[src/rtl/qspi_xip_ctrl_ahbl.sv]
// Read-only execute-in-place controller: AHB-Lite slave with a direct-mapped
// line cache in front of a quad-SPI NOR flash. A miss refills one 16-byte line
// with a single Quad I/O Fast Read (0xEB) in SPI mode 0, sck = HCLK/2.
module qspi_xip_ctrl_ahbl #(
  parameter int NUM_LINES = 16,
  parameter int LINE_SIZE = 16
) (
  input  logic        HCLK,
  input  logic        HRESET,
  input  logic        HSEL,
  input  logic [31:0] HADDR,
  input  logic [1:0]  HTRANS,
  input  logic        HWRITE,
  input  logic        HREADY,
  output logic        HREADYOUT,
  output logic [31:0] HRDATA,
  output logic        sck,
  output logic        ce_n,
  input  logic [3:0]  din,
  output logic [3:0]  dout,
  output logic [3:0]  douten
);

  localparam int IDX_W  = $clog2(NUM_LINES);
  localparam int TAG_W  = 20 - IDX_W;
  localparam int LINE_W = LINE_SIZE * 8;

  localparam logic [7:0] CMD_QIO_READ = 8'hEB;

  localparam logic [2:0] S_IDLE  = 3'd0;
  localparam logic [2:0] S_CMD   = 3'd1;
  localparam logic [2:0] S_ADDR  = 3'd2;
  localparam logic [2:0] S_MODE  = 3'd3;
  localparam logic [2:0] S_DUMMY = 3'd4;
  localparam logic [2:0] S_DATA  = 3'd5;
  localparam logic [2:0] S_DONE  = 3'd6;

  // Data-phase bookkeeping
  logic              r_dp_valid;
  logic [23:2]       r_dp_addr;

  // Flash sequencer
  logic [2:0]        r_state;
  logic [4:0]        r_cnt;
  logic              r_sck;
  logic              r_ce_n;
  logic [3:0]        r_dout;
  logic [3:0]        r_douten;
  logic [LINE_W-1:0] r_line;

  // Cache arrays
  logic [NUM_LINES-1:0] r_valid;
  logic [TAG_W-1:0]     r_tag  [NUM_LINES];
  logic [LINE_W-1:0]    r_data [NUM_LINES];

  logic [IDX_W-1:0] w_idx;
  logic [TAG_W-1:0] w_tag;
  logic [1:0]       w_word;
  logic [23:0]      w_fill_addr;
  logic             w_hit;
  logic             w_miss;
  logic             w_phase_last;
  logic [2:0]       w_nxt_state;
  logic [4:0]       w_nxt_cnt;
  logic             w_line_wr;
  logic             w_unused_bits;

  // Last sck index of each serial phase (phase length minus one).
  function automatic logic [4:0] f_last(input logic [2:0] st);
    case (st)
      S_CMD:   f_last = 5'd7;
      S_ADDR:  f_last = 5'd5;
      S_MODE:  f_last = 5'd1;
      S_DUMMY: f_last = 5'd3;
      S_DATA:  f_last = 5'd31;
      default: f_last = 5'd0;
    endcase
  endfunction

  function automatic logic [2:0] f_next(input logic [2:0] st);
    case (st)
      S_CMD:   f_next = S_ADDR;
      S_ADDR:  f_next = S_MODE;
      S_MODE:  f_next = S_DUMMY;
      S_DUMMY: f_next = S_DATA;
      S_DATA:  f_next = S_DONE;
      default: f_next = S_IDLE;
    endcase
  endfunction

  // Pads are driven as a whole nibble: all four during command/address/mode.
  function automatic logic [3:0] f_oe(input logic [2:0] st);
    f_oe = (st == S_CMD || st == S_ADDR || st == S_MODE) ? 4'hF : 4'h0;
  endfunction

  // Nibble presented on SIO for a given phase/position. WP#/HOLD# held high
  // while the command goes out serially on SIO0; the mode byte is 0x00.
  function automatic logic [3:0] f_dout(input logic [2:0] st, input logic [2:0] cnt,
                                        input logic [23:0] a);
    logic [2:0] sh;
    sh = 3'd5 - cnt;
    case (st)
      S_CMD:   f_dout = {3'b111, CMD_QIO_READ[3'd7 - cnt]};
      S_ADDR:  f_dout = a[{sh, 2'b00} +: 4];
      default: f_dout = 4'h0;
    endcase
  endfunction

  assign w_idx       = r_dp_addr[IDX_W+3:4];
  assign w_tag       = r_dp_addr[23:IDX_W+4];
  assign w_word      = r_dp_addr[3:2];
  assign w_fill_addr = {r_dp_addr[23:4], 4'h0};
  assign w_hit       = r_dp_valid && r_valid[w_idx] && (r_tag[w_idx] == w_tag);
  assign w_miss      = r_dp_valid && !w_hit && (r_state == S_IDLE);
  assign w_line_wr   = (r_state == S_DATA) && r_sck && w_phase_last;

  // Address bits above the 16 MB window, byte lanes and HTRANS[0] carry no meaning here.
  assign w_unused_bits = ^{HADDR[31:24], HADDR[1:0], HTRANS[0]};

  assign HREADYOUT = !r_dp_valid || ((r_state == S_IDLE) && w_hit);
  assign HRDATA    = ((r_state == S_IDLE) && w_hit) ? r_data[w_idx][{w_word, 5'b0} +: 32] : 32'h0;
  assign sck       = r_sck;
  assign ce_n      = r_ce_n;
  assign dout      = r_dout;
  assign douten    = r_douten;

  // Phase position bookkeeping: advance on each sck falling edge.
  always_comb begin
    w_phase_last = (r_cnt == f_last(r_state));
    w_nxt_state  = r_state;
    w_nxt_cnt    = r_cnt + 5'd1;
    if (w_phase_last) begin
      w_nxt_state = f_next(r_state);
      w_nxt_cnt   = 5'd0;
    end
  end

  // Track whether a read is in its data phase; held while wait states stall the bus.
  always_ff @(posedge HCLK or posedge HRESET) begin
    if (HRESET) begin
      r_dp_valid <= 1'b0;
    end else if (HREADY) begin
      r_dp_valid <= HSEL && HTRANS[1] && !HWRITE;
    end
  end

  // Capture the address of each accepted transfer.
  always_ff @(posedge HCLK) begin
    if (HSEL && HTRANS[1] && HREADY) begin
      r_dp_addr <= HADDR[23:2];
    end
  end

  // Flash sequencer: sck toggles every HCLK; outputs move on the falling edge.
  always_ff @(posedge HCLK or posedge HRESET) begin
    if (HRESET) begin
      r_state  <= S_IDLE;
      r_cnt    <= 5'd0;
      r_sck    <= 1'b0;
      r_ce_n   <= 1'b1;
      r_dout   <= 4'h0;
      r_douten <= 4'h0;
      r_valid  <= '0;
    end else begin
      case (r_state)
        S_IDLE: begin
          if (w_miss) begin
            r_state  <= S_CMD;
            r_cnt    <= 5'd0;
            r_sck    <= 1'b0;
            r_ce_n   <= 1'b0;
            r_dout   <= f_dout(S_CMD, 3'd0, w_fill_addr);
            r_douten <= 4'hF;
          end
        end
        S_DONE: begin
          // Two HCLK with ce_n high before the next fill can begin.
          if (r_cnt == 5'd1) begin
            r_state <= S_IDLE;
            r_cnt   <= 5'd0;
          end else begin
            r_cnt <= r_cnt + 5'd1;
          end
        end
        default: begin
          r_sck <= !r_sck;
          if (r_sck) begin
            r_state  <= w_nxt_state;
            r_cnt    <= w_nxt_cnt;
            r_dout   <= f_dout(w_nxt_state, w_nxt_cnt[2:0], w_fill_addr);
            r_douten <= f_oe(w_nxt_state);
            r_ce_n   <= (w_nxt_state == S_DONE);
            if (w_line_wr) begin
              r_valid[w_idx] <= 1'b1;
            end
          end
        end
      endcase
    end
  end

  // Assemble the line from din (high nibble of each byte first, little-endian bytes) and store it.
  always_ff @(posedge HCLK) begin
    if ((r_state == S_DATA) && !r_sck) begin
      r_line[{r_cnt[4:1], ~r_cnt[0], 2'b00} +: 4] <= din;
    end
    if (w_line_wr) begin
      r_tag[w_idx]  <= w_tag;
      r_data[w_idx] <= r_line;
    end
  end

endmodule

[config.mk]
export PLATFORM = sky130hd
export DESIGN_NAME = qspi_xip_ctrl_ahbl
export DESIGN_NICKNAME = d
export VERILOG_FILES = /design/src/rtl/qspi_xip_ctrl_ahbl.sv
export SDC_FILE = /design/constraint.sdc
export NUM_CORES = 2
export LEC_CHECK = 0
export CORE_ASPECT_RATIO = 0.6
export CORE_MARGIN = 2
export CORE_UTILIZATION = 55
export CTS_BUF_LIST = sky130_fd_sc_hd__clkbuf_8
export DETAILED_ROUTE_END_ITERATION = 16
export HOLD_SLACK_MARGIN = 0.15
export PLACE_DENSITY = 0.71
export SLEW_MARGIN = 20
export SYNTH_ARGS = -nofsm -noshare
export SYNTH_HDL_FRONTEND = slang
export SYNTH_SLANG_ARGS = --single-unit
[constraint.sdc]
create_clock -name HCLK -period 24 [get_ports HCLK]
set_input_delay 4.8 -clock HCLK [delete_from_list [all_inputs] [get_ports HCLK]]
set_output_delay 4.8 -clock HCLK [all_outputs]
set_load 0.02 [all_outputs]
Yosys cells after proc, flatten, opt, wreduce, memory -nomap -nowiden
Memory sizes are Yosys's and may differ from the RTL's. A register that Yosys moved wholly into a read port is not among the register bits.
Cells that the tools add are included.
Cells by class
  $add $sub $neg: 4
  order comparisons: 3
  equality and inequality tests: 15
  shift-type cells: 4
  multiplexer cells: 34
  bitwise logic cells: 4
  reductions and logical operators: 28
Operators with widths (count)
  128-bit bitwise mux: 1
  4-bit by 9-bit variable shift with 128-bit output, first input constant: 1
  128-bit by 8-bit indexed part select with 32-bit output: 1
  4-bit by 9-bit indexed part select with 128-bit output: 1
  32-bit 2-to-1 mux: 1
  5-bit case mux with 5 select lines: 1
  4-bit 2-to-1 mux: 6
  4-bit case mux with 2 select lines: 3
  24-bit by 6-bit indexed part select with 4-bit output: 1
  5-bit 2-to-1 mux: 4
  16-bit equality test: 1
  16-bit OR: 1
  3-bit case mux with 5 select lines: 1
  3-bit by 2-bit equality test with 1-bit output, second input constant: 4
  3-bit equality test, second input constant: 4
  1-bit logical AND: 12
  3-bit 2-to-1 mux: 4
  5-bit case mux with 2 select lines: 1
  7-bit negator with 9-bit output: 1
  3-bit AND reduction: 3
  1-bit 2-to-1 mux: 7
  3-bit by 1-bit equality test with 1-bit output, second input constant: 2
  3-bit case mux with 2 select lines: 1
  3-bit subtractor, first input constant: 2
  other kinds (18): 28
Storage, ports and cells
  register bits after elaboration: 185
  memory bits (writable): 2304
  memory bits (read-only): 8
  input bits: 43
  output and inout port bits: 43
  word-level logic and storage cells: 105
  memories kept: 3
Memories
  r_data: depth 16, width 128, read ports 1, clocked after memory_dff 1, write ports 1, line 54  | logic [LINE_W-1:0] r_data [NUM_LINES];
  r_tag: depth 16, width 16, read ports 1, clocked after memory_dff 1, write ports 1, line 53  | logic [TAG_W-1:0] r_tag [NUM_LINES];
  (name not given): depth 8, width 1, read ports 1, clocked after memory_dff 0, write ports 0, line 103  | S_CMD: f_dout = {3'b111, CMD_QIO_READ[3'd7 - cnt]};

Longest topological paths before layout
  depth in word-level cells: 10
  depth in mapped cells: 14
  depth with buffers taken out: 9

Worst setup path before layout
No wires, ideal clock.
  path kind: register to register
  from: reg r_state[2]
  to: reg r_valid[14]
  setup time: 103 ps
  arrival: 8623 ps
  data required time: 23897 ps
  path slack: 15273 ps
  cell stages (with the launch flop): 11
  buffers on the path: 2
  period minus slack after synthesis: 8727 ps
  cell sequence: dfrtp_1 > clkbuf_1 > xnor2_1 > o31ai_1 > a32o_1 > o21a_1 > clkbuf_1 > and4_1 > nand3_1 > nor2_1 > or2_2
Between the ends
  cells in the longest elaborated chain, start to end: 5
  elaborated cells between the ends (all ways): 14
  classes of those cells: eq/ne (7); mux (1); bitwise (1); reduce/logical (5)
Ends and longest elaborated chain
  start: declaration: line 43  | logic [2:0] r_state;
  start signal: assignment: line 188  | r_state <= w_nxt_state;
  3-bit equality test, or another cell as far along: line 70, 115
  5-bit case mux with 5 select lines: line 70  | case (st)
  5-bit equality test: line 129  | w_phase_last = (r_cnt == f_last(r_state));
  1-bit logical AND: line 115  | assign w_line_wr = (r_state == S_DATA) && r_sck && w_phase_last;
  3-bit AND reduction (no line) *
  end signal: assignment: line 163  | r_valid <= '0;
  end signal: indexed assignment: line 194  | r_valid[w_idx] <= 1'b1;
  end: declaration: line 52  | logic [NUM_LINES-1:0] r_valid;
Mark *: on every way between the ends. The rest lies on a longest branch, timed or not.
A chain may end at the register's enable or synchronous reset.

==> impl_metrics.env <==
export IMPL_grt_ovfl_total=0
export IMPL_worstHoldPathCells=1
export IMPL_clock_sinks=2490
export IMPL_seq_area_frac_synth_pct=77.7
export IMPL_drc_errors=0
export IMPL_synth_top_cell_area_share_pct=76.8
export IMPL_nNetsFinal=4454
export IMPL_critPathRequiredTime_ps=19200
export IMPL_cts_buffers=342
export IMPL_finalCriticalPeriod_ps=12390
export IMPL_r2r_slack_ps=18190
export IMPL_dp_hpwl_mm=114
export IMPL_cts_setup_buffers=0
export IMPL_grt_pass1_wl_mm=321
export IMPL_async_reset_ff_share_pct=1.29
export IMPL_max_freq_mhz=80.7
export IMPL_ys_flop_type="edfxtp_1"
export IMPL_critPathMostFrequentCell="buf_4"
export IMPL_holdCritPathClass="flip-flop to flip-flop"
export IMPL_rr_endpoint="r_data[12][105]"
export IMPL_ys_top_cells_by_area="edfxtp_1 (77%), mux4_2 (17%), dfrtp_1 (0.81%), nor2_1 (0.72%), mux2i_1 (0.36%)"
export IMPL_vias=45105
export IMPL_arrival_ps=7590
export IMPL_drt_initial_drc_count=6653
export IMPL_slew_headroom_pct=25.9
export IMPL_cap_viol_max_count=0
export IMPL_drt_first_pass_iters=6
export IMPL_p_comb_share_pct=9.6
export IMPL_viasPerCell=6.44
export IMPL_die_w_um=543
export IMPL_setup_viol=0
export IMPL_grt_max_degree=137
export IMPL_cp_top_family="buffers and inverters"
export IMPL_r2r_start="r_cnt[0]"
export IMPL_io_buffers=74
export IMPL_syn_area_per_cell_um2=23.3
export IMPL_worstPathCellList="buf_4, buf_4, buf_4, buf_4, mux4_2, mux4_2, nor2b_1, a211oi_1, a311oi_1, buf_4, clkdlybuf4s50_1"
export IMPL_rsz0062_at_grt="false"
export IMPL_grt_pass1_vias=45442
export IMPL_cts_root_buffer="clkbuf_8"
export IMPL_ios=86
export IMPL_worst_slack_ps=11610
export IMPL_clkTransAtPathRegs_ps=70
export IMPL_p_leak_nw=32.7
export IMPL_irDropWorstVdd_mv=0.0642
export IMPL_clk_path_buf_depth=4
export IMPL_fin_util_pct=61.0
export IMPL_switchingPower_w=0.00217
export IMPL_synth_most_common_cell="edfxtp_1"
export IMPL_tritoncts="built"
export IMPL_start_kind="flip-flop"
export IMPL_routed_wl_mm=222
export IMPL_hold_end="r_valid[6]"
export IMPL_cts_max_level=5
export IMPL_internal_power_w=0.00654
export IMPL_rows=118
export IMPL_wire_per_inst_um=31.7
export IMPL_ys_ff_latch=2490
export IMPL_finalHoldViolCount=0
export IMPL_reg2reg_depth=10
export IMPL_initial_utilization_pct=55.5
export IMPL_clock_latency_ps=950
export IMPL_synth_common_cells="edfxtp_1 (2454), mux4_2 (722), nor2_1 (184)"
export IMPL_fp_dieH_um=328
export IMPL_track_usage_pct=25.2
export IMPL_hp_start="r_valid[6]"
export IMPL_yosysTopAreaCell="edfxtp_1"
export IMPL_power_density_nw_per_um2=82.5
export IMPL_skew_ps=48.9
export IMPL_criticalPathCategory="flip-flop to output port"
export IMPL_gp_congestion=0.803
export IMPL_cp_num_buf_inv=6
export IMPL_ant_nets=0
export IMPL_drv_slew=0
export IMPL_finalCritPeriodShare_pct=51.6
export IMPL_critPathCaptureType="output port"
export IMPL_worst_path_stages=11
export IMPL_design_die_area_um2=178000
export IMPL_power_frac_clock_pct=34.3
export IMPL_synth_fp_nets=4162
export IMPL_antenna_found_initial=4
export IMPL_cts_hold_repair_buffers=0
export IMPL_syn_inst=4113
export IMPL_netlist_area_um2=96000
export IMPL_ys_types=65
export IMPL_switching_share_pct=24.9
export IMPL_cts_resized=0
export IMPL_yosys_warnings=0
export IMPL_tns_ps=0
export IMPL_crit_slowest_cell="buf_4"
export IMPL_post_place_ws_ps=12330
export IMPL_p_seq_share_pct=56.1
export IMPL_finalPower_w=0.00871
export IMPL_critPathMaxStageDelay_ps=830
export IMPL_core_um2=173000
export IMPL_synth_edf_count=2454
export IMPL_area_delta_synth_final_pct=9.92
export IMPL_status="finished, final reports clean"
export IMPL_drive_gt1_share_pct=27.5
export IMPL_worst_path_max_fanout=45
export IMPL_max_slew_worst_pin_slew_ps=1110
## worst reg2reg max path, delay by kind of cell, from the launching register on
kind	cells	cell delay (ps)
flops	1	360
buf+inv	4	2470
compound gates	3	1030
simple gates	3	1530
## registers in the layout (all words and copies together) (netlist names), named ones only
signal and flops:
r_line 128, r_tag 256, r_dp_valid 1, r_state 3
dout 4, sck 1, r_valid 16, r_dp_addr 22
douten 1, ce_n 1, r_data 2048, r_cnt 5
## cells by family after synthesis
family,synth area share [%]
adder cells (fa/ha/maj),0.0782
multiplexers,17.4
AND/OR/NAND/NOR,2.21
buffers and inverters,1.37
flip-flops,77.7
XOR/XNOR,0.155
AO/OA/AOI/OAI,1.05
## how the worst max path moves through the flow
stage,startpoint,to
floorplan,r_state[2],r_valid[14]
global placement,flip-flop,HRDATA[13]
detailed placement,flip-flop,HRDATA[13]
CTS,flip-flop,HRDATA[13]
global route,flip-flop,HRDATA[13]
finish,flip-flop,HRDATA[13]
## power by group through the flow
stage,clock [W],combinational [W],sequential [W]
2_1_floorplan,0,0.000545,0.00494
5_1_grt,0.00322,0.000875,0.00489
6_report,0.00298,0.000837,0.00489
4_1_cts,0.00303,0.000817,0.00489
3_3_place_gp,0,0.000805,0.00497
3_5_place_dp,0,0.000814,0.00498
## per-layer routing
layer	wire [µm]	GRT usage, %
met5	0	0
met1	95200	40.3
met4	4660	6.24
met3	23600	5.42
met2	98500	35.7
## metrics by stage
| step | cell area, µm² | instances | hold WS [ps] |
|---|---|---|---|
| floorplan | 96000 | 4113 | 434 |
| global placement | 99400 | 6400 | 446 |
| detailed placement | 99500 | 6401 | 448 |
| CTS | 106000 | 7002 | 464 |
| global route | 106000 | 7003 | 489 |
| finish | 106000 | 7003 | 467 |
## layout by cell type (no fill, tap or decap), drive strengths merged, types with 3 or more instances in the layout
master / instances
and3: 13
clkbuf: 350
o21ai: 12
a21o: 3
clkinv: 119
ha: 6
nor4b: 3
mux2: 11
bufinv: 7
inv: 132
a21oi: 27
mux2i: 35
dfxtp: 4
or2: 18
clkdlybuf4s50: 74
nand3b: 6
nor3: 16
nor4: 4
buf: 96
nor2b: 31
o22ai: 8
mux4: 722
nor3b: 3
and2: 35
clkinvlp: 9
a311oi: 10
nand3: 30
xnor2: 8
edfxtp: 2454
xor2: 9
o211ai: 4
a31o: 3
nand2: 90
dfrtp: 31
a22oi: 12
nand4: 6
nand2b: 11
a211oi: 35
nor2: 184
a31oi: 7
## final cells by class
| type | instances | area [µm²] |
|---|---|---|
| multi-input cells | 1385 | 20300 |
| well taps | 2340 | 2930 |
| flip-flops and latches | 2490 | 74600 |
| repair buffers | 170 | 1620 |
| diodes | 1 | 2.50 |
| inverters | 16 | 62.6 |
| fillers | 11665 | 67400 |
| clock inverters | 251 | 1230 |
| clock buffers | 350 | 4820 |
(Power assumes the default switching activity.)
